[src/rtl/pipe_ctrl_pkg.sv]
// Shared definitions for the pipeline controller: FSM encodings, HALT opcode,
// drain length default and small state-classification helpers.
package pipe_ctrl_pkg;

    typedef enum logic [2:0] {
        ST_IDLE   = 3'd0,
        ST_RUN    = 3'd1,
        ST_STEP   = 3'd2,
        ST_DRAIN  = 3'd3,
        ST_HALTED = 3'd4
    } state_t;

    localparam int         DRAIN_CYCLES_DEFAULT = 3;
    localparam logic [5:0] HALT_OPCODE          = 6'b111111;

    // States in which instructions are fetched and advanced through the front end.
    function automatic logic is_advancing(input state_t s);
        return (s == ST_RUN) || (s == ST_STEP);
    endfunction

    // States that consume a pipeline cycle and therefore bump the cycle counter.
    function automatic logic counts_cycle(input state_t s);
        return (s == ST_RUN) || (s == ST_STEP) || (s == ST_DRAIN);
    endfunction

endpackage

[src/rtl/pipeline_controller_load_use_detect.sv]
// Combinational load-use hazard detector: the load in EX writes a register
// that the instruction in ID is about to read.
module load_use_detect #(
    parameter int NB_ADDR = 5
) (
    input  logic               i_ex_memRead,
    input  logic [NB_ADDR-1:0] i_ex_rt,
    input  logic [NB_ADDR-1:0] i_id_rs,
    input  logic [NB_ADDR-1:0] i_id_rt,
    input  logic               i_id_uses_rt,
    output logic               o_hazard
);

    logic dest_valid;
    logic rs_match;
    logic rt_match;

    // Register zero is hardwired, so a load targeting it can never create a dependency.
    assign dest_valid = i_ex_memRead && (i_ex_rt != '0);
    assign rs_match   = (i_ex_rt == i_id_rs);
    assign rt_match   = i_id_uses_rt && (i_ex_rt == i_id_rt);
    assign o_hazard   = dest_valid && (rs_match || rt_match);

endmodule

[src/rtl/pipeline_controller.sv]
// Debug-driven pipeline controller: run/step/halt sequencing, load-use stall
// insertion, jump flush and a saturating executed-cycle counter.
module pipeline_controller
    import pipe_ctrl_pkg::*;
#(
    parameter int NB_ADDR      = 5,
    parameter int DRAIN_CYCLES = DRAIN_CYCLES_DEFAULT,
    parameter int NB_CNT       = 32
) (
    input  logic               clk,
    input  logic               i_rst,
    input  logic               i_debug_run,
    input  logic               i_debug_step,
    input  logic               i_id_halt,
    input  logic [NB_ADDR-1:0] i_id_rs,
    input  logic [NB_ADDR-1:0] i_id_rt,
    input  logic               i_id_uses_rt,
    input  logic               i_ex_memRead,
    input  logic [NB_ADDR-1:0] i_ex_rt,
    input  logic               i_id_jump,
    output logic               o_pc_en,
    output logic               o_ifid_en,
    output logic               o_ifid_flush,
    output logic               o_id_stall,
    output logic               o_pipe_en,
    output logic [2:0]         o_state,
    output logic               o_halted,
    output logic [NB_CNT-1:0]  o_cycle_cnt
);

    localparam int                NB_DRAIN   = (DRAIN_CYCLES > 1) ? $clog2(DRAIN_CYCLES) : 1;
    localparam logic [NB_DRAIN-1:0] DRAIN_LOAD = NB_DRAIN'(DRAIN_CYCLES - 1);

    state_t              state_q, state_d;
    logic [NB_DRAIN-1:0] drain_q, drain_d;
    logic [NB_CNT-1:0]   cnt_q,   cnt_d;
    logic                halted_q;
    logic                hazard;

    load_use_detect #(
        .NB_ADDR (NB_ADDR)
    ) u_load_use_detect (
        .i_ex_memRead (i_ex_memRead),
        .i_ex_rt      (i_ex_rt),
        .i_id_rs      (i_id_rs),
        .i_id_rt      (i_id_rt),
        .i_id_uses_rt (i_id_uses_rt),
        .o_hazard     (hazard)
    );

    // Enables react to the hazard in the same cycle so the dependent
    // instruction is held in ID while a bubble enters ID/EX.
    always_comb begin
        o_pc_en      = 1'b0;
        o_ifid_en    = 1'b0;
        o_ifid_flush = 1'b0;
        o_id_stall   = 1'b0;
        o_pipe_en    = 1'b0;
        case (state_q)
            ST_RUN, ST_STEP: begin
                o_pipe_en = 1'b1;
                if (hazard) begin
                    o_id_stall = 1'b1;
                end else begin
                    o_pc_en      = 1'b1;
                    o_ifid_en    = 1'b1;
                    o_ifid_flush = i_id_jump;
                end
            end
            ST_DRAIN: begin
                o_id_stall = 1'b1;
                o_pipe_en  = 1'b1;
            end
            default: ;
        endcase
    end

    always_comb begin
        state_d = state_q;
        drain_d = drain_q;
        cnt_d   = cnt_q;
        case (state_q)
            ST_IDLE: begin
                if (i_debug_run) begin
                    state_d = ST_RUN;
                end else if (i_debug_step) begin
                    state_d = ST_STEP;
                end
            end
            ST_RUN: begin
                if (!hazard && i_id_halt) begin
                    state_d = ST_DRAIN;
                    drain_d = DRAIN_LOAD;
                end else if (!i_debug_run) begin
                    state_d = ST_IDLE;
                end
            end
            ST_STEP: begin
                // A stalled step has not advanced anything yet, so it stays pending.
                if (!hazard) begin
                    if (i_id_halt) begin
                        state_d = ST_DRAIN;
                        drain_d = DRAIN_LOAD;
                    end else begin
                        state_d = ST_IDLE;
                    end
                end
            end
            ST_DRAIN: begin
                if (drain_q == '0) begin
                    state_d = ST_HALTED;
                end else begin
                    drain_d = drain_q - 1'b1;
                end
            end
            ST_HALTED: ;
            default: state_d = ST_IDLE;
        endcase

        if (counts_cycle(state_q) && (cnt_q != '1)) begin
            cnt_d = cnt_q + 1'b1;
        end
    end

    always_ff @(posedge clk) begin
        if (i_rst) begin
            state_q  <= ST_IDLE;
            drain_q  <= '0;
            cnt_q    <= '0;
            halted_q <= 1'b0;
        end else begin
            state_q  <= state_d;
            drain_q  <= drain_d;
            cnt_q    <= cnt_d;
            halted_q <= (state_d == ST_HALTED);
        end
    end

    assign o_state     = state_q;
    assign o_halted    = halted_q;
    assign o_cycle_cnt = cnt_q;

endmodule

[config.mk]
export PLATFORM = sky130hd
export DESIGN_NAME = pipeline_controller
export DESIGN_NICKNAME = d
export VERILOG_FILES = /design/src/rtl/pipe_ctrl_pkg.sv /design/src/rtl/pipeline_controller_load_use_detect.sv /design/src/rtl/pipeline_controller.sv
export SDC_FILE = /design/constraint.sdc
export NUM_CORES = 1
export LEC_CHECK = 0
export CORE_UTILIZATION = 46
export DETAILED_ROUTE_END_ITERATION = 8
export PLACE_DENSITY = 0.8
export SLEW_MARGIN = 10
export SYNTH_ARGS = -nofsm -noshare
export SYNTH_HDL_FRONTEND = slang
export SYNTH_SLANG_ARGS = --single-unit
[constraint.sdc]
create_clock -name clk -period 2.74 [get_ports clk]
set_clock_uncertainty 0.15 [all_clocks]
set_input_delay 0.548 -clock clk [delete_from_list [all_inputs] [get_ports clk]]
set_output_delay 0.548 -clock clk [all_outputs]
set_load 0.005 [all_outputs]
==> flow_summary.json <==
{
  "grt_overflow": 0,
  "min_path_type": "reg2reg",
  "utilization_pct": 69.08,
  "finalSetupViolations": 0,
  "pwr_density_cell_mw_per_mm2": 414.9,
  "hold_buffers": 0,
  "dieArea_sq_mm": 0.004608,
  "track_usage_pct": 21.91,
  "worstMarginPinSlew_ps": 678.9,
  "drtIter0Drc": 63,
  "ant_nets": 0,
  "grt_pass1_vias": 1744,
  "cts_tree": "yes",
  "fmax_mhz": 377.2,
  "diodes": 0,
  "drt_first_pass_iters": 4,
  "path_clk_slew_ps": 70,
  "detail_route.wl_per_cell_um": 13.48,
  "cts.sinks": 38,
  "ios": 64,
  "leakagePower_uw": 0.0009971,
  "relSlewSlack_pct": 54.53,
  "ys_types": 41,
  "ys_ff_latch": 38,
  "postSynthAreaPerCell_sq_um": 8.252,
  "critical_path_class": "in2out",
  "wl_mm": 4.905,
  "drc": 0,
  "rsz0062_at_grt": "false",
  "end_kind": "output pin",
  "antenna_found_initial": 0,
  "vias": 2011,
  "async_reset_ff_share_pct": 0,
  "viasPerCell": 5.525,
  "clk_latency_ps": 290,
  "grt_pass1_wl_mm": 7.514,
  "finalWeightedCongestion": 0.8397,
  "dp_cells": 354,
  "slew_violations": 0,
  "ir_drop_v": 0.0003814,
  "max-cap-violations": 0,
  "synthCells": 242,
  "synth_flop_cell": "dfxtp_1",
  "num_rows": 23,
  "syn2layout_area_growth_pct": 41.35,
  "grt_max_degree": 27,
  "nets": 338,
  "drive_above_1_share_pct": 11.46,
  "run_status": "completed",
  "clockRootBuffer": "clkbuf_8",
  "start_kind": "input port",
  "hold_viol_final": 0,
  "core-area_sq_mm": 0.004086,
  "synth_nets": 267,
  "htreeDepth": 2,
  "fin_crit_sh_pct": 96.77,
  "fp.dieH_um": 67.89,
  "synth.cell_area_sq_mm": 0.001997,
  "cts_made_buffers": 5,
  "start_util_pct": 48.87,
  "die_w_um": 67.89,
  "dp_hpwl_mm": 3.523,
  "port_buffers": 63,
  "critPathBufInv": 3,
  "final_cells": 364,
  "path_delay_family": "simple AND/OR/NAND/NOR gates",
  "yosysSeqAreaShare_pct": 38.10,
  "slowest_delay_ps": 520,
  "crit_path_max_fanout": 3,
  "slowest_stage": "or4_4",
  "fillCellCount": 356,
  "synth_edf_count": 0,
  "post-route-min-period_ps": 2651,
  "worstPathCellList": "buf_6, or4_4, o21ai_2, a21oi_2, buf_4, nor3_4, and2_1, buf_2",
  "clock_path_buffers": 2,
  "crit_arrival_ps": 1950,
  "required_ps": 2040,
  "yosys_warnings": 0
}
## per-layer routing
layer	part of all wire (%)	wire [um]	global-route usage, %	up-vias
li1	-	-	-	990
met1	43	2094	25.00	930
met2	47	2288	37.00	80
met3	8.6	423	6.000	11
met4	2.0	99	11.72	0
met5	0	0	0	-
## path summary, 6_finish.rpt
path / start / endpoint / slack, ps / cells past startpoint
hold reg to reg: drain_q[1]$_SDFFE_PP0P_ / drain_q[1]$_SDFFE_PP0P_ / 340 / 2
setup / recovery: i_ex_rt[2] / o_ifid_flush / 90 / 8
setup reg to reg: o_state[1]$_SDFF_PP0_ / o_cycle_cnt[26]$_SDFFE_PP0P_ / 360 / 6
hold / removal: drain_q[1]$_SDFFE_PP0P_ / drain_q[1]$_SDFFE_PP0P_ / 340 / 2
## report_power, final
part | total (uW) | internal (uW) | switching [uW]
Combinational | 193 | 105 | 87.8
Clock | 393 | 203 | 190
Sequential | 586 | 566 | 19.9
Total | 1170 | 874 | 298
## cell usage after synthesis, drive strengths merged (2+ instances only)
master  count  share of area [%]
nand3      14                3.5
clkbuf      6                1.2
or3         2               0.63
ha          2                1.3
buf         2               0.63
dfxtp      38                 38
xor2       19                8.3
and2        3               0.94
nor3       12                3.0
nor2       39                7.3
nand2      18                3.4
inv         8                1.5
a31oi       2               0.63
xnor2      20                8.8
nand4      13                4.4
a21oi       9                2.3
and4        3                1.3
and3        4                1.3
o21ai       4                1.0
nor4        8                3.3
## flip-flops by register name, summed over array words and instances, names as in the netlist
register / count
o_state: 3
drain_q: 2
o_halted: 1
o_cycle_cnt: 32
## area by class of cell
class / count / area [sq um] / share of cell area (%)
sequential: 38 / 760.7 / 26.95
inverter: 9 / 33.78 / 1.197
clock inverter: 1 / 5.005 / 0.1773
tap: 50 / 62.56 / 2.216
clock buffer: 7 / 86.33 / 3.059
timing repair buffer: 72 / 676.9 / 23.98
multi-input combinational: 187 / 1197 / 42.42
## cells by family after synthesis
kind of cell | count (synthesis) | share of synthesized area, %
compound gates | 23 | 7.582
xor+xnor | 39 | 17.11
fa+ha+maj | 2 | 1.253
buf+inv | 17 | 3.508
flops | 38 | 38.10
simple gates | 123 | 32.46
## what timing repair did
| action | CTS | global route |
|---|---|---|
| setup endpoints to repair | 4 | 4 |
| buffers inserted | 3 | 0 |
| gates resized for setup | 41 | 13 |
| pin swaps | 12 | 9 |
## worst reg2reg max path, cell delays in order, from the launching register on
cell	delay, ps
dfxtp_1	600
o21bai_4	140
clkinv_1	190
nand2_1	190
or4b_4	590
or3_1	320
a21oi_1	130
## layout by cell type, fill, tap and decap left out, types with 2 or more instances in the layout
cell,count
clkdlybuf4s50_1,47
and2_1,3
nor3_1,10
nand3_1,14
buf_2,4
nor4_1,7
nand2_1,18
o21ai_0,2
buf_4,8
ha_1,2
buf_6,2
a31oi_1,2
nand4_1,12
clkdlybuf4s15_1,3
clkbuf_8,6
dlygate4sd2_1,5
nor2_1,39
clkbuf_2,2
dfxtp_1,38
inv_1,8
or3_1,2
xnor2_1,20
and4_1,3
a21oi_1,8
o21ai_2,2
xor2_1,19
and3_1,3
## per-stage QoR
step	setup TNS [ps]	instance area [sq um]	power [uW]	setup WS, ps	hold slack, ps
after floorplan	0	1997	686.7	275.1	305.8
after global placement	-2360	2719	792.0	-605.2	318.7
after detailed placement	-2631	2719	797.6	-677.9	333.3
after CTS	0	2813	1179	48.53	344.4
after global routing	0	2823	1226	1.676	387.4
final	0	2823	1171	88.54	340.7
No activity file was read; power rests on OpenSTA's default activity.
